File: src/rtl/lut_cfg_writer.sv
// Configuration-frame writer for the L_FRAG array: parses SOF/N/data/checksum byte frames into a
// shadow buffer and commits the first N fragment truth tables atomically on a good checksum.
module lut_cfg_writer #(
    parameter int unsigned NUM_FRAGS = 8,
    parameter logic [7:0]  SOF_BYTE  = 8'hA5
) (
    input  logic                   clk,
    input  logic                   reset_n,
    input  logic [7:0]             cfgData,
    input  logic                   cfgValid,
    output logic                   cfgReady,
    input  logic                   cfgAbort,
    output logic                   cfgBusy,
    output logic                   cfgDone,
    output logic                   cfgErr,
    output logic [16*NUM_FRAGS-1:0] fragBitInfoAll
);

    localparam int unsigned FW = 16 * NUM_FRAGS;
    localparam int unsigned CW = $clog2(2 * NUM_FRAGS) + 1;
    localparam int unsigned IW = CW - 1;
    localparam int unsigned NW = $clog2(NUM_FRAGS + 1);

    typedef enum logic [2:0] {
        S_IDLE,
        S_HDR,
        S_DATA,
        S_CSUM,
        S_COMMIT
    } state_e;

    state_e          state_q, state_d;
    logic [NW-1:0]   n_q, n_d;
    logic [CW-1:0]   cnt_q, cnt_d;
    logic [7:0]      csum_q, csum_d;
    logic [FW-1:0]   shadow_q, shadow_d;
    logic [FW-1:0]   frag_q, frag_d;
    logic            ready_q, busy_q, done_q, err_q, err_d;
    logic            take_c;
    logic [CW-1:0]   cnt_last_c;

    assign take_c     = cfgValid && ready_q;
    assign cnt_last_c = CW'({n_q, 1'b0}) - CW'(1);

    // State and datapath registers; status outputs follow the next state
    always_ff @(posedge clk or negedge reset_n) begin
        if (!reset_n) begin
            state_q  <= S_IDLE;
            n_q      <= '0;
            cnt_q    <= '0;
            csum_q   <= '0;
            shadow_q <= '0;
            frag_q   <= '0;
            ready_q  <= 1'b0;
            busy_q   <= 1'b0;
            done_q   <= 1'b0;
            err_q    <= 1'b0;
        end else begin
            state_q  <= state_d;
            n_q      <= n_d;
            cnt_q    <= cnt_d;
            csum_q   <= csum_d;
            shadow_q <= shadow_d;
            frag_q   <= frag_d;
            ready_q  <= (state_d != S_COMMIT);
            busy_q   <= (state_d != S_IDLE);
            done_q   <= (state_q == S_COMMIT);
            err_q    <= err_d;
        end
    end

    // Next-state and datapath update; abort wins over data everywhere except COMMIT
    always_comb begin
        state_d  = state_q;
        n_d      = n_q;
        cnt_d    = cnt_q;
        csum_d   = csum_q;
        shadow_d = shadow_q;
        frag_d   = frag_q;
        err_d    = 1'b0;

        if (cfgAbort && (state_q != S_COMMIT)) begin
            state_d = S_IDLE;
        end else begin
            unique case (state_q)
                S_IDLE: begin
                    if (take_c && (cfgData == SOF_BYTE)) state_d = S_HDR;
                end
                S_HDR: begin
                    if (take_c) begin
                        if ((cfgData != 8'd0) && (cfgData <= 8'(NUM_FRAGS))) begin
                            n_d     = NW'(cfgData);
                            cnt_d   = '0;
                            csum_d  = cfgData;
                            state_d = S_DATA;
                        end else begin
                            err_d   = 1'b1;
                            state_d = S_IDLE;
                        end
                    end
                end
                S_DATA: begin
                    if (take_c) begin
                        for (int unsigned i = 0; i < NUM_FRAGS; i++) begin
                            if (cnt_q[CW-1:1] == IW'(i)) begin
                                if (cnt_q[0]) shadow_d[16*i+8 +: 8] = cfgData;
                                else          shadow_d[16*i   +: 8] = cfgData;
                            end
                        end
                        csum_d = csum_q ^ cfgData;
                        cnt_d  = cnt_q + CW'(1);
                        if (cnt_q == cnt_last_c) state_d = S_CSUM;
                    end
                end
                S_CSUM: begin
                    if (take_c) begin
                        if (cfgData == csum_q) begin
                            state_d = S_COMMIT;
                        end else begin
                            err_d   = 1'b1;
                            state_d = S_IDLE;
                        end
                    end
                end
                S_COMMIT: begin
                    for (int unsigned i = 0; i < NUM_FRAGS; i++) begin
                        if (NW'(i) < n_q) frag_d[16*i +: 16] = shadow_q[16*i +: 16];
                    end
                    state_d = S_IDLE;
                end
                default: state_d = S_IDLE;
            endcase
        end
    end

    assign cfgReady       = ready_q;
    assign cfgBusy        = busy_q;
    assign cfgDone        = done_q;
    assign cfgErr         = err_q;
    assign fragBitInfoAll = frag_q;

endmodule
File: config.mk
export PLATFORM = sky130hd
export DESIGN_NAME = lut_cfg_writer
export DESIGN_NICKNAME = d
export VERILOG_FILES = /design/src/rtl/lut_cfg_writer.sv
export SDC_FILE = /design/constraint.sdc
export NUM_CORES = 1
export LEC_CHECK = 0
export ABC_AREA = 1
export BUFFER_PORTS_ARGS = -buffer_cell sky130_fd_sc_hd__clkbuf_2
export CORE_MARGIN = 2
export CORE_UTILIZATION = 30
export CTS_CLUSTER_DIAMETER = 60
export CTS_CLUSTER_SIZE = 28
export DETAILED_ROUTE_END_ITERATION = 7
export PLACE_DENSITY = 0.53
export REMOVE_ABC_BUFFERS = 1
export SYNTH_ARGS = -nofsm -noshare
export SYNTH_HDL_FRONTEND = slang
export SYNTH_SLANG_ARGS = --single-unit
File: constraint.sdc
create_clock -name clk -period 1.75 [get_ports clk]
set_clock_uncertainty 0.2 [all_clocks]
set_input_delay 0.175 -clock clk [delete_from_list [all_inputs] [get_ports clk]]
set_output_delay 0.175 -clock clk [all_outputs]
set_load 0.1 [all_outputs]
Yosys cells after proc, flatten, opt, wreduce, memory -nomap -nowiden
Index checks and enable logic that the tools add are counted.
{ "classes": {"add_sub_neg": 2, "order_cmp": 9, "n_eq_ne": 19, "mux": 23, "bitwise": 3, "n_reduce_logical": 35} }
{ "ops": {"columns": ["operator", "count"], "rows": [
  ["$reduce_and A5 Y1", 17],
  ["$mux W8", 3],
  ["$reduce_and A3 Y1", 8],
  ["$mux W3", 7],
  ["$eq A4 B3 Y1 const B", 4],
  ["$lt A3 B4 Y1 const A", 4],
  ["$pmux W8 S2", 1],
  ["$mux W5", 3],
  ["$pmux W3 S4", 1],
  ["$pmux W5 S2", 1],
  ["$eq A4 B2 Y1 const B", 2],
  ["$eq A8 B8 Y1", 1],
  ["$eq A8 B8 Y1 const B", 1],
  ["$le A8 B4 Y1 const B", 1],
  ["$lt A1 B4 Y1 const A", 2],
  ["$lt A2 B4 Y1 const A", 2],
  ["$reduce_bool A8 Y1", 1],
  ["$xor A8 B8 Y8", 1],
  ["$eq A3 B2 Y1 const B", 2],
  ["$ne A2 B2 Y1 const B", 3],
  ["$ne A3 B3 Y1 const B", 2],
  ["$add A5 B1 Y5 const B", 1],
  ["$eq A5 B5 Y1", 1],
  ["$mux W1", 5],
  ["other kinds (13)", 17]
]} }
{ "totals": {"regBits": 280, "input_bits": 12, "wordCells": 123} }

Depth between registers and ports, before layout
{ "depth": {"word_depth": 7, "mapped_depth": 12, "ltp_nobuf": 12} }

Worst setup path before layout
Ideal clock, no wire load.
{ "synth_path": {"path_type": "register to register", "from": "reg ready_q, in the netlist cfgReady", "to": "reg shadow_q[48]", "setup_ns": 0.133, "arrival_time_ns": 2.004, "slack_ns": -0.587, "stages_incl_launch_ff": 9, "period_less_slack_ns": 2.337, "cell_sequence": "dfrtp_1 > nand2_1 > inv_1 > nand3_1 > nor3_2 > nand2_2 > buf_6 > nand2_1 > o21ai_2"} }
{ "synth_via": {"elab_chain_cells": 2} }
{ "synth_lines": {"columns": ["element", "line", "rtl"], "rows": [
  ["start, declared", "38", "logic ready_q, busy_q, done_q, err_q, err_d;"],
  ["start signal, assigned", "65", "ready_q <= (state_d != S_COMMIT);"],
  ["$logic_and A1 B1 Y1", "42", "assign take_c = cfgValid && ready_q;"],
  ["$reduce_and A5 Y1 (no line)", null, null],
  ["end signal, assigned", "63", "shadow_q <= shadow_d;"],
  ["end, declared", "36", "logic [FW-1:0] shadow_q, shadow_d;"]
]} }
No other way between the ends.
A chain may end at the register's enable or synchronous reset.

Worst setup path after layout
{ "layout_path": {"from": "reg state_q[0]", "to": "reg shadow_q[76]"} }
{ "layout_via": {"elab_chain_cells": 4, "word_cells_on_any_way": 5} }
{ "layout_lines": {"columns": ["element", "line", "rtl"], "rows": [
  ["start, declared", "32", "state_e state_q, state_d;"],
  ["start signal, assigned", "59", "state_q <= state_d;"],
  ["$ne A3 B3 Y1", "82", "if (cfgAbort && (state_q != S_COMMIT)) begin"],
  ["$logic_and A1 B1 Y1", "82", null],
  ["$not A1 Y1 (no line)", null, null],
  ["$reduce_and A5 Y1 (no line) *", null, null]
]} }
Every way passes the cells marked *; elsewhere a longest branch is shown, timed or not.

==> run summary <==
* 0.539 ns — measured slew at the worst slew-check pin
* 17.0 µm — final routed wire length divided by cell count
* 16 — maximum fanout count along the critical path
* 198 µm — die outline height
* 0 — Final Hold Vio Count
* flop — category of the worst setup path launch point
* 4.45 — average vias per placed instance
* sky130_fd_sc_hd__dfrtp_1 — area leader, netlist
* 1.22 mm — Met3 Wirelength
* 1219 — nets
* 960 — post-synthesis instance total
* -0.0611 ns — Final Worst Setup Slack
* 0 — Final Slew Violations
* sky130_fd_sc_hd__dfrtp_1, sky130_fd_sc_hd__nand2_1, sky130_fd_sc_hd__mux2_2 — most frequent cells in the layout
* shadow_q[87]$_DFFE_PN0P_ — critical hold path startpoint
* 0 — number of antenna violations at the first check in global routing
* 0.00790 µW — leak pwr
* 7706 — overall via count from detail_route
* sky130_fd_sc_hd__dfrtp_1, sky130_fd_sc_hd__mux2_2, sky130_fd_sc_hd__nand2_1 — top post-synthesis cells by area
* 14.1 mm — met2 routed wirelength
* 552 MHz — Max Fclk
* 0.00441 mm² — footprint of the multi-input gates
* 855 mW/mm² — power density over the cells
* 1652 — Post-Place Cells
* 51.0% — share of cells above drive strength 1
* 61.8% — post-synthesis sequential area ratio
* 0.0374 mm² — Core Region
* 1.97 ns — CP Data Required Time
* flop — crit end category
* 8 — number of cell instances on the worst register-to-register path
* 144 — number of ports placed on the die boundary
* 0.823 — last weighted congestion value of the routability-driven placer
* 0.55 ns — insertion delay of the later-clocked pin in the worst-skew pair
* 29 — count of cell types in the netlist
* 7827 — number of global-route vias before repair
* 3579 — count of fill cells added during filler insertion
* state_q[0]$_DFF_PN0_ — worst reg2reg startpoint
* 37.5% — synth-to-layout area growth
* built — CTS tree
* sky130_fd_sc_hd__clkbuf_16 — CTS root buf
* 52 — pin count of the biggest net entering global routing
* setup timing — violated checks
* 0 — post-route DRC violation count
* finished, violations left — status
* 1 — CTS H-Tree Depth
* 4 — number of detailed-routing iterations run before antenna repair
* 2 — number of cells on the worst hold path
* shadow_q[76]$_DFFE_PN0P_ — worst reg2reg path endpoint
* 320 — drt initial violations
* 30.3% — Initial Utilization
* 3 — maximum buffer depth of the clock tree
* reg -> reg — Setup Crit Path Kind
* 0 — post-route ant nets
* true — unrepaired setup endpoints after global routing
* sky130_fd_sc_hd__dfrtp_1 — most frequent standard cell in the layout excluding fill and tap cells
* 0 — GRT Residual Overflow
* 71 — standard-cell rows
* 198 µm — Chip Width
* 0.10 ns — clock slew at reported path FFs
* 64.2% — worst max-slew margin expressed relative to the limit
* 0 — max-cap violations
* 45.5 mm — global-route wire length before repair
* 61.8% — top cell type's share of synthesized area
* 25 — clock buffer count from CTS
* state_q[0]$_DFF_PN0_ — Critical Path Source
* 1.81 ns — final critical-path required period
* 0 — yosys warns
* 280 — flop and latch count out of synthesis
* 19.1 mm — Detail Placement HPWL
* 0.420 mV — largest voltage drop on the vdd net
* 0 — Antenna diodes
* 13.7 mm — detailed-route wire length on metal 1
* 103% — share of the clock period used by the worst path
* 0.284 ns — hold slack final
* 0.00701 mm² — sequential cell area
* met4 — top routing layer in use
* 143 — Port Buffer Count
* 280 — Sinks on Clock Net
* 11.8 µm² — Post-Synthesis Mean Instance Area
* shadow_q[87]$_DFFE_PN0P_ — terminating pin of the worst hold path
* 2.03 ns — arrival time worst endpoint
* 15.0% — GRT Overall Usage
* 0.0113 mm² — Synth Cell Area
* reg -> reg — worst min path class
* -0.06 ns — internal reg-to-reg setup slack
* 29.5 mm — post-detailed-routing wire length
* 0.0394 mm² — area of the die
* 1733 — Cell Count, Final, Fillers Out
* 76 — count of final setup violators
[routing by layer]
| metal | global-route usage [%] | vias to the layer above |
|---|---|---|
| li1 | - | 3685 |
| met5 | 0 | - |
| met2 | 24.7 | 131 |
| met4 | 3.70 | 0 |
| met3 | 2.39 | 28 |
| met1 | 20.8 | 3862 |
[sequential cells by signal, indices dropped and copies added (netlist names)]
name,cells
fragBitInfoAll,128
shadow_q,128
csum_q,8
cnt_q,5
n_q,4
state_q,3
cfgBusy,1
cfgDone,1
cfgErr,1
cfgReady,1
[area by class of cell]
class	instances	share of cell area, %
inverters	40	1.12
repair buffers	257	15.4
flip-flops and latches	280	45.0
clock buffers	27	4.19
well taps	511	4.10
clock inverters	19	1.87
multi-input cells	598	28.3
repair inverters	1	0.0401
[critical path, stage by stage, from the launching register on]
cell                      delay (ns)
sky130_fd_sc_hd__dfrtp_2        0.46
sky130_fd_sc_hd__nor2_4         0.21
sky130_fd_sc_hd__nand3_2        0.18
sky130_fd_sc_hd__nor2_4         0.14
sky130_fd_sc_hd__buf_4          0.15
sky130_fd_sc_hd__nand2_4        0.05
sky130_fd_sc_hd__buf_12         0.15
sky130_fd_sc_hd__nand2_1        0.06
sky130_fd_sc_hd__o21ai_1        0.06
[through the flow]
stage                     setup slack, ns  TNS (ns)  power [µW]  utilization [%]  area (µm²)
final                             -0.0611     -1.76       13300             41.7       15600
after global routing               -0.147    -18.40       13900             41.7       15600
after CTS                         -0.0618     -3.75       13500             40.6       15200
after detailed placement           -0.171    -14.27        7200             35.2       13200
after global placement             -0.191    -17.61        7200             35.2       13200
after floorplan                    -0.665    -76.86        6840                -       11000
[Yosys cell counts]
| library cell | instances |
|---|---|
| sky130_fd_sc_hd__inv_1 | 34 |
| sky130_fd_sc_hd__nand4_1 | 2 |
| sky130_fd_sc_hd__clkbuf_1 | 10 |
| sky130_fd_sc_hd__clkbuf_8 | 1 |
| sky130_fd_sc_hd__a31oi_1 | 1 |
| sky130_fd_sc_hd__nor2_2 | 1 |
| sky130_fd_sc_hd__nand2_2 | 26 |
| sky130_fd_sc_hd__o21ai_2 | 47 |
| sky130_fd_sc_hd__inv_2 | 4 |
| sky130_fd_sc_hd__nor2_4 | 1 |
| sky130_fd_sc_hd__dfrtp_1 | 280 |
| sky130_fd_sc_hd__buf_6 | 25 |
| sky130_fd_sc_hd__inv_4 | 1 |
| sky130_fd_sc_hd__nor3_2 | 2 |
| sky130_fd_sc_hd__mux2_2 | 128 |
| sky130_fd_sc_hd__ha_1 | 4 |
| sky130_fd_sc_hd__buf_4 | 1 |
| sky130_fd_sc_hd__a21oi_1 | 1 |
| sky130_fd_sc_hd__nor2_1 | 37 |
| sky130_fd_sc_hd__buf_2 | 5 |
| sky130_fd_sc_hd__inv_6 | 1 |
| sky130_fd_sc_hd__xor2_1 | 6 |
| sky130_fd_sc_hd__nand2_4 | 1 |
| sky130_fd_sc_hd__o21ai_0 | 17 |
| sky130_fd_sc_hd__o21ai_1 | 82 |
| sky130_fd_sc_hd__nor2_8 | 2 |
| sky130_fd_sc_hd__nand2_1 | 212 |
| sky130_fd_sc_hd__xnor2_1 | 1 |
| sky130_fd_sc_hd__nand3_1 | 27 |
[how the worst max path moves through the flow]
stage	cells after the start	slack, ns	endpoint
floorplan	7	-0.66	cnt_q[1]$_DFFE_PN0P_
global placement	8	-0.19	shadow_q[46]$_DFFE_PN0P_
detailed placement	8	-0.17	shadow_q[41]$_DFFE_PN0P_
CTS	10	-0.06	shadow_q[76]$_DFFE_PN0P_
global route	11	-0.15	shadow_q[123]$_DFFE_PN0P_
finish	8	-0.06	shadow_q[76]$_DFFE_PN0P_
[cells by family after synthesis]
family,after synthesis,synth area share (%)
adder cells (fa/ha/maj),4,0.442
multiplexers,128,12.7
AND/OR/NAND/NOR,311,11.8
AO/OA/AOI/OAI,148,8.10
XOR/XNOR,7,0.541
buffers and inverters,82,4.61
flip-flops,280,61.8
[power breakdown]
group / leakage (µW) / internal [µW] / switching (µW)
clock network: 0.000456 / 3140 / 3030
logic: 0.00355 / 192 / 448
registers: 0.00389 / 6490 / 24.4
[what timing repair did]
action	CTS	global route
endpoints found under the hold margin	308	0
endpoints found under the setup margin	393	287
gates cloned	5	4
buffers inserted	11	3
pin swaps	9	8
gates resized for setup	248	90
hold buffers	12	0
(Power assumes the default switching activity.)
